### src/rtl/mem_arb_pkg.sv
// mem_arb_pkg: shared types for the unified memory port arbiter.
// FSM state enum, requester IDs and latency-counter width.
package mem_arb_pkg;

  localparam int CNT_W = 4;

  typedef enum logic [1:0] {
    IDLE,
    ISSUE,
    WAIT,
    DONE
  } arb_state_e;

  typedef enum logic {
    REQ_IF,
    REQ_D
  } req_id_e;

endpackage

### src/rtl/mem_arb_lat_cnt.sv
// mem_arb_lat_cnt: loadable down-counter timing the memory latency.
// tc is high in the cycle the count steps down to zero.
module mem_arb_lat_cnt
  import mem_arb_pkg::*;
#(
  parameter logic [CNT_W-1:0] LOAD_VAL = 4'd2
) (
  input  logic clk,
  input  logic reset,
  input  logic load,
  input  logic dec,
  output logic tc
);

  logic [CNT_W-1:0] cnt_q;
  logic [CNT_W-1:0] cnt_d;

  always_comb begin
    cnt_d = cnt_q;
    if (load) begin
      cnt_d = LOAD_VAL;
    end else if (dec && (cnt_q != '0)) begin
      cnt_d = cnt_q - 1'b1;
    end
  end

  assign tc = dec && (cnt_d == '0);

  always_ff @(posedge clk) begin
    if (reset) begin
      cnt_q <= '0;
    end else begin
      cnt_q <= cnt_d;
    end
  end

endmodule

### src/rtl/mem_port_arbiter.sv
// mem_port_arbiter: shares one single-port memory between fetch and data.
// Define ARB_FAIR_EN to bound fetch starvation to STARVE_MAX data grants.
module mem_port_arbiter
  import mem_arb_pkg::*;
#(
  parameter int ADDR_W     = 32,
  parameter int DATA_W     = 32,
  parameter int MEM_LAT    = 2,
  parameter int STARVE_MAX = 4
) (
  input  logic              clk,
  input  logic              reset,
  input  logic              if_req,
  input  logic [ADDR_W-1:0] if_addr,
  output logic [DATA_W-1:0] if_rdata,
  output logic              if_ack,
  input  logic              d_req,
  input  logic              d_we,
  input  logic [ADDR_W-1:0] d_addr,
  input  logic [DATA_W-1:0] d_wdata,
  output logic [DATA_W-1:0] d_rdata,
  output logic              d_ack,
  output logic              mem_en,
  output logic              mem_we,
  output logic [ADDR_W-1:0] mem_addr,
  output logic [DATA_W-1:0] mem_wdata,
  input  logic [DATA_W-1:0] mem_rdata,
  output logic              busy
);

  arb_state_e        state_q, state_d;
  req_id_e           id_q, id_d;
  logic              we_q, we_d;
  logic              mem_en_q, mem_en_d;
  logic              mem_we_q, mem_we_d;
  logic [ADDR_W-1:0] mem_addr_q, mem_addr_d;
  logic [DATA_W-1:0] mem_wdata_q, mem_wdata_d;
  logic [DATA_W-1:0] if_rdata_q, if_rdata_d;
  logic [DATA_W-1:0] d_rdata_q, d_rdata_d;
  logic              if_ack_q, if_ack_d;
  logic              d_ack_q, d_ack_d;
  logic              busy_q, busy_d;
  logic              any_req;
  logic              pick_d;
  logic              fair_force;
  logic              lat_tc;

  assign any_req = if_req | d_req;
  assign pick_d  = d_req & ~fair_force;

`ifdef ARB_FAIR_EN
  localparam int STW = $clog2(STARVE_MAX + 1);

  logic [STW-1:0] starve_q, starve_d;

  assign fair_force = if_req && (starve_q == STW'(STARVE_MAX));

  // Only data grants made while fetch is waiting count toward starvation.
  always_comb begin
    starve_d = starve_q;
    if (state_q == IDLE) begin
      if (!if_req || !pick_d) begin
        starve_d = '0;
      end else if (starve_q != STW'(STARVE_MAX)) begin
        starve_d = starve_q + 1'b1;
      end
    end
  end

  always_ff @(posedge clk) begin
    if (reset) begin
      starve_q <= '0;
    end else begin
      starve_q <= starve_d;
    end
  end
`else
  logic unused_starve;

  assign unused_starve = (STARVE_MAX != 0);
  assign fair_force    = 1'b0;
`endif

  mem_arb_lat_cnt #(
    .LOAD_VAL (CNT_W'(MEM_LAT))
  ) u_lat_cnt (
    .clk   (clk),
    .reset (reset),
    .load  (state_q == ISSUE),
    .dec   (state_q == WAIT),
    .tc    (lat_tc)
  );

  always_comb begin
    state_d     = state_q;
    id_d        = id_q;
    we_d        = we_q;
    mem_en_d    = 1'b0;
    mem_we_d    = 1'b0;
    mem_addr_d  = mem_addr_q;
    mem_wdata_d = mem_wdata_q;
    if_rdata_d  = if_rdata_q;
    d_rdata_d   = d_rdata_q;
    if_ack_d    = 1'b0;
    d_ack_d     = 1'b0;
    unique case (state_q)
      IDLE: begin
        if (any_req) begin
          id_d        = pick_d ? REQ_D : REQ_IF;
          we_d        = pick_d & d_we;
          mem_en_d    = 1'b1;
          mem_we_d    = pick_d & d_we;
          mem_addr_d  = pick_d ? d_addr : if_addr;
          mem_wdata_d = pick_d ? d_wdata : '0;
          state_d     = ISSUE;
        end
      end
      ISSUE: state_d = WAIT;
      WAIT: begin
        if (lat_tc) begin
          if (id_q == REQ_D) begin
            d_ack_d = 1'b1;
            if (!we_q) d_rdata_d = mem_rdata;
          end else begin
            if_ack_d   = 1'b1;
            if_rdata_d = mem_rdata;
          end
          state_d = DONE;
        end
      end
      DONE: state_d = IDLE;
      default: state_d = IDLE;
    endcase
  end

  assign busy_d = (state_d != IDLE);

  always_ff @(posedge clk) begin
    if (reset) begin
      state_q     <= IDLE;
      id_q        <= REQ_IF;
      we_q        <= 1'b0;
      mem_en_q    <= 1'b0;
      mem_we_q    <= 1'b0;
      mem_addr_q  <= '0;
      mem_wdata_q <= '0;
      if_rdata_q  <= '0;
      d_rdata_q   <= '0;
      if_ack_q    <= 1'b0;
      d_ack_q     <= 1'b0;
      busy_q      <= 1'b0;
    end else begin
      state_q     <= state_d;
      id_q        <= id_d;
      we_q        <= we_d;
      mem_en_q    <= mem_en_d;
      mem_we_q    <= mem_we_d;
      mem_addr_q  <= mem_addr_d;
      mem_wdata_q <= mem_wdata_d;
      if_rdata_q  <= if_rdata_d;
      d_rdata_q   <= d_rdata_d;
      if_ack_q    <= if_ack_d;
      d_ack_q     <= d_ack_d;
      busy_q      <= busy_d;
    end
  end

  assign mem_en    = mem_en_q;
  assign mem_we    = mem_we_q;
  assign mem_addr  = mem_addr_q;
  assign mem_wdata = mem_wdata_q;
  assign if_rdata  = if_rdata_q;
  assign d_rdata   = d_rdata_q;
  assign if_ack    = if_ack_q;
  assign d_ack     = d_ack_q;
  assign busy      = busy_q;

endmodule

### config.mk
export PLATFORM = sky130hd
export DESIGN_NAME = mem_port_arbiter
export DESIGN_NICKNAME = d
export VERILOG_FILES = /design/src/rtl/mem_arb_pkg.sv /design/src/rtl/mem_arb_lat_cnt.sv /design/src/rtl/mem_port_arbiter.sv
export SDC_FILE = /design/constraint.sdc
export NUM_CORES = 1
export LEC_CHECK = 0
export ABC_AREA = 1
export CAP_MARGIN = 20
export CELL_PAD_IN_SITES_DETAIL_PLACEMENT = 2
export CELL_PAD_IN_SITES_GLOBAL_PLACEMENT = 2
export CORE_MARGIN = 2
export CORE_UTILIZATION = 21
export CTS_CLUSTER_DIAMETER = 80
export DETAILED_ROUTE_END_ITERATION = 12
export PLACE_DENSITY = 0.82
export SETUP_SLACK_MARGIN = 0.4
export SYNTH_ARGS = -nofsm -noshare
export SYNTH_HDL_FRONTEND = slang
export SYNTH_SLANG_ARGS = --single-unit
### constraint.sdc
create_clock -name clk -period 2.39 [get_ports clk]
set_input_delay 0.717 -clock clk [delete_from_list [all_inputs] [get_ports clk]]
set_output_delay 0.717 -clock clk [all_outputs]
set_load 0.005 [all_outputs]
==> results.toml <==
[critical_path]
critPathMaxFanout = 8
r2r_start = "state_q[0]"
critPathCaptureType = "flop"
startpoint = "state_q[0]"
cp-start-kind = "flop"
reg2reg_depth = 12
timing.setup.critical_path_class = "reg2reg"
crit_required_ns = 2.75
crit_arrival_ns = 2.34

[timing]
finalHoldViolCount = 0
setup_viol = 0
finalCriticalPeriod_ns = 1.98
maxSlewViolCount = 0
rsz0062_at_grt = "true"
fin_crit_sh = 0.829
relSlewSlack = 0.702
fmaxAchievable_mhz = 505
worstMarginPinSlew_ns = 0.448
fin_skew_ns = 0.0108
finalSetupTns_ns = 0

[die]
ioPinCount = 266
die_area_um2 = 27700
start_util = 0.214
fp.dieW_um = 167
dieHeight_um = 167
rows = 59
core-area_um2 = 26000

[detailed_routing]
drt-pass1-iter-count = 4
vias_per_cell = 4.35
wl_um = 23900
antenna_left = 0
drc = 0
drt_iter0_drc = 211
wire_per_inst_um = 17.2
vias = 6034

[logic_synthesis]
syn_area_um2 = 5550
yosysWarnings = 0
synth_common_cells = "171 x nor2_1, 146 x nand2_1, 141 x dfxtp_1, 96 x a21oi_1, 81 x inv_1"
ys_seq_elements = 141
synthCells = 774
synth-edff-count = 0
ys_top_cells_by_area = "dfxtp_1 51%, nor2_1 12%, nand2_1 9.9%, a21oi_1 8.7%, inv_1 5.5%"
synth.distinct_cells = 24
ys_seq_area_frac = 0.509
synthFlopType = "dfxtp_1"
yosysMostFrequentCell = "nor2_1"
synthArstFlopShare = 0
netlist.area_leader.share = 0.509
syn_nets = 912
synth_top_area_cell = "dfxtp_1"
avgSynthCellArea_um2 = 7.17

[global_route]
grt_pass1_wl_um = 35400
track_usage = 0.161
antenna_found_initial = 1
grt_max_degree = 65
grt.overflow.total = 0
grt_pass1_vias = 6429

[power]
leakage_uw = 0.00471
irDropWorstVdd_v = 0.000373
power.density_nw_per_um2 = 785

[clocking]
hold_buffers = 0
clkSinkCount = 141
h-tree-depth = 4
path_clk_slew_ns = 0.06
clock_latency_ns = 0.42
clockRootBuffer = "clkbuf_16"
numCtsBuffers = 17
cts_tree = "built"
ctsLongestPathBuffers = 2

[final_layout]
nNetsFinal = 1177
final_area_um2 = 9500
fillCellCount = 3005
area_growth_pct = 71.2
drive_above_1_share = 0.116

[hold_path]
min_from = "mem_wdata[28]"
whs_path_depth = 2
hp-class = "reg2reg"

[placement]
numPortBuffers = 265
placed_area_um2 = 8580
post-dp-hpwl_um = 15500
gp_congestion = 0.759

[outcome]
outcome = "finished, final reports clean"

[job]
drv_cap = 0
flip-flops by register name, summed over array words and instances, names as in the netlist:
name             cells
id_q                 1
d_rdata             32
mem_addr            32
mem_we               1
mem_wdata           32
d_ack                1
if_ack               1
mem_en               1
we_q                 1
busy                 1
u_lat_cnt.cnt_q      4
state_q              2
if_rdata            32
where the power goes:
part           internal, uW  switching (uW)  leakage (uW)
Combinational           883             982       0.00327
Clock                  1670            1100      0.000285
Sequential             2670             156       0.00116
layer usage:
layer / track usage / vias up / wire length [um]
met2: 0.302 / 134 / 12900
met5: 0 / - / 0
li1: - / 2937 / -
met4: 0.0521 / 0 / 473
met3: 0.0335 / 26 / 922
met1: 0.181 / 2937 / 9600
kinds of logic (layout without fill, tap and decap cells):
family | Yosys count | after routing | synth area share
compound gates | 166 | 166 | 0.153
simple gates | 332 | 332 | 0.233
buf+inv | 130 | 407 | 0.0942
fa+ha+maj | 5 | 5 | 0.0113
other cells | 0 | 1 | 0
flops | 141 | 141 | 0.509
metrics by stage:
step                worst slack (ns)   util  cells  total power, uW  hold WS, ns
floorplan                      0.555      -    774             3580        0.457
global placement               0.234  0.330   1338             4680        0.447
detailed placement             0.184  0.330   1338             4750        0.456
CTS                            0.326  0.351   1371             7430        0.468
global route                   0.294  0.366   1387             7880        0.486
finish                         0.409  0.366   1387             7460        0.460
critical path, cell delays in order, from the launching register on:
cell	delay, ns
dfxtp_2	0.36
inv_4	0.05
ha_4	0.18
buf_6	0.13
a31o_4	0.22
a21oi_4	0.17
nand3_4	0.13
inv_4	0.11
nand2_8	0.11
clkbuf_16	0.22
nand2_2	0.07
nand2_1	0.07
nor2_1	0.09
layout make-up:
class / instances / area [um^2] / area share
Multi-Input combinational cell: 503 / 2370 / 0.249
Sequential cell: 141 / 2840 / 0.299
Inverter: 82 / 313 / 0.0329
Tap cell: 335 / 419 / 0.0441
Clock buffer: 18 / 439 / 0.0462
Timing Repair Buffer: 294 / 2950 / 0.310
Antenna cell: 1 / 2.50 / 0.000263
Clock inverter: 13 / 165 / 0.0174
cell usage in the layout (no fill, tap or decap), types with 2 or more instances in the layout:
cell and count:
buf_6 3, dfxtp_2 12, nand2_2 13, inv_6 2, nand2_4 4, clkdlybuf4s50_1 136
nand3_1 4, nand2_1 131, buf_12 7, clkbuf_16 20, o21ai_0 54, clkinv_2 2
nor3_1 2, clkinvlp_4 4, nor2_4 2, dlygate4sd2_1 116, inv_1 75, clkinv_4 2
nand3_2 2, buf_4 13, dfxtp_1 128, bufinv_16 3, nor2_1 158, o21ai_1 11
a21oi_1 96, ha_4 2, inv_4 2, a21oi_4 2, buf_16 2, nor2_2 13
ha_1 3, inv_2 4, dlymetal6s2s_1 12
repair_timing:
| item | 4_1_cts | 5_1_grt |
|---|---|---|
| pin swaps | 1 | 18 |
| gates cloned | 1 | 5 |
| setup endpoints to repair | 185 | 79 |
| buffers inserted | 1 | 10 |
| gates resized for setup | 131 | 67 |
final timing paths:
check	slack [ns]	to
min	0.46	mem_wdata[28]
min reg2reg	0.46	mem_wdata[28]
max	0.41	d_rdata[13]
max reg2reg	0.41	d_rdata[13]
No activity file was read; power rests on OpenSTA's default activity.
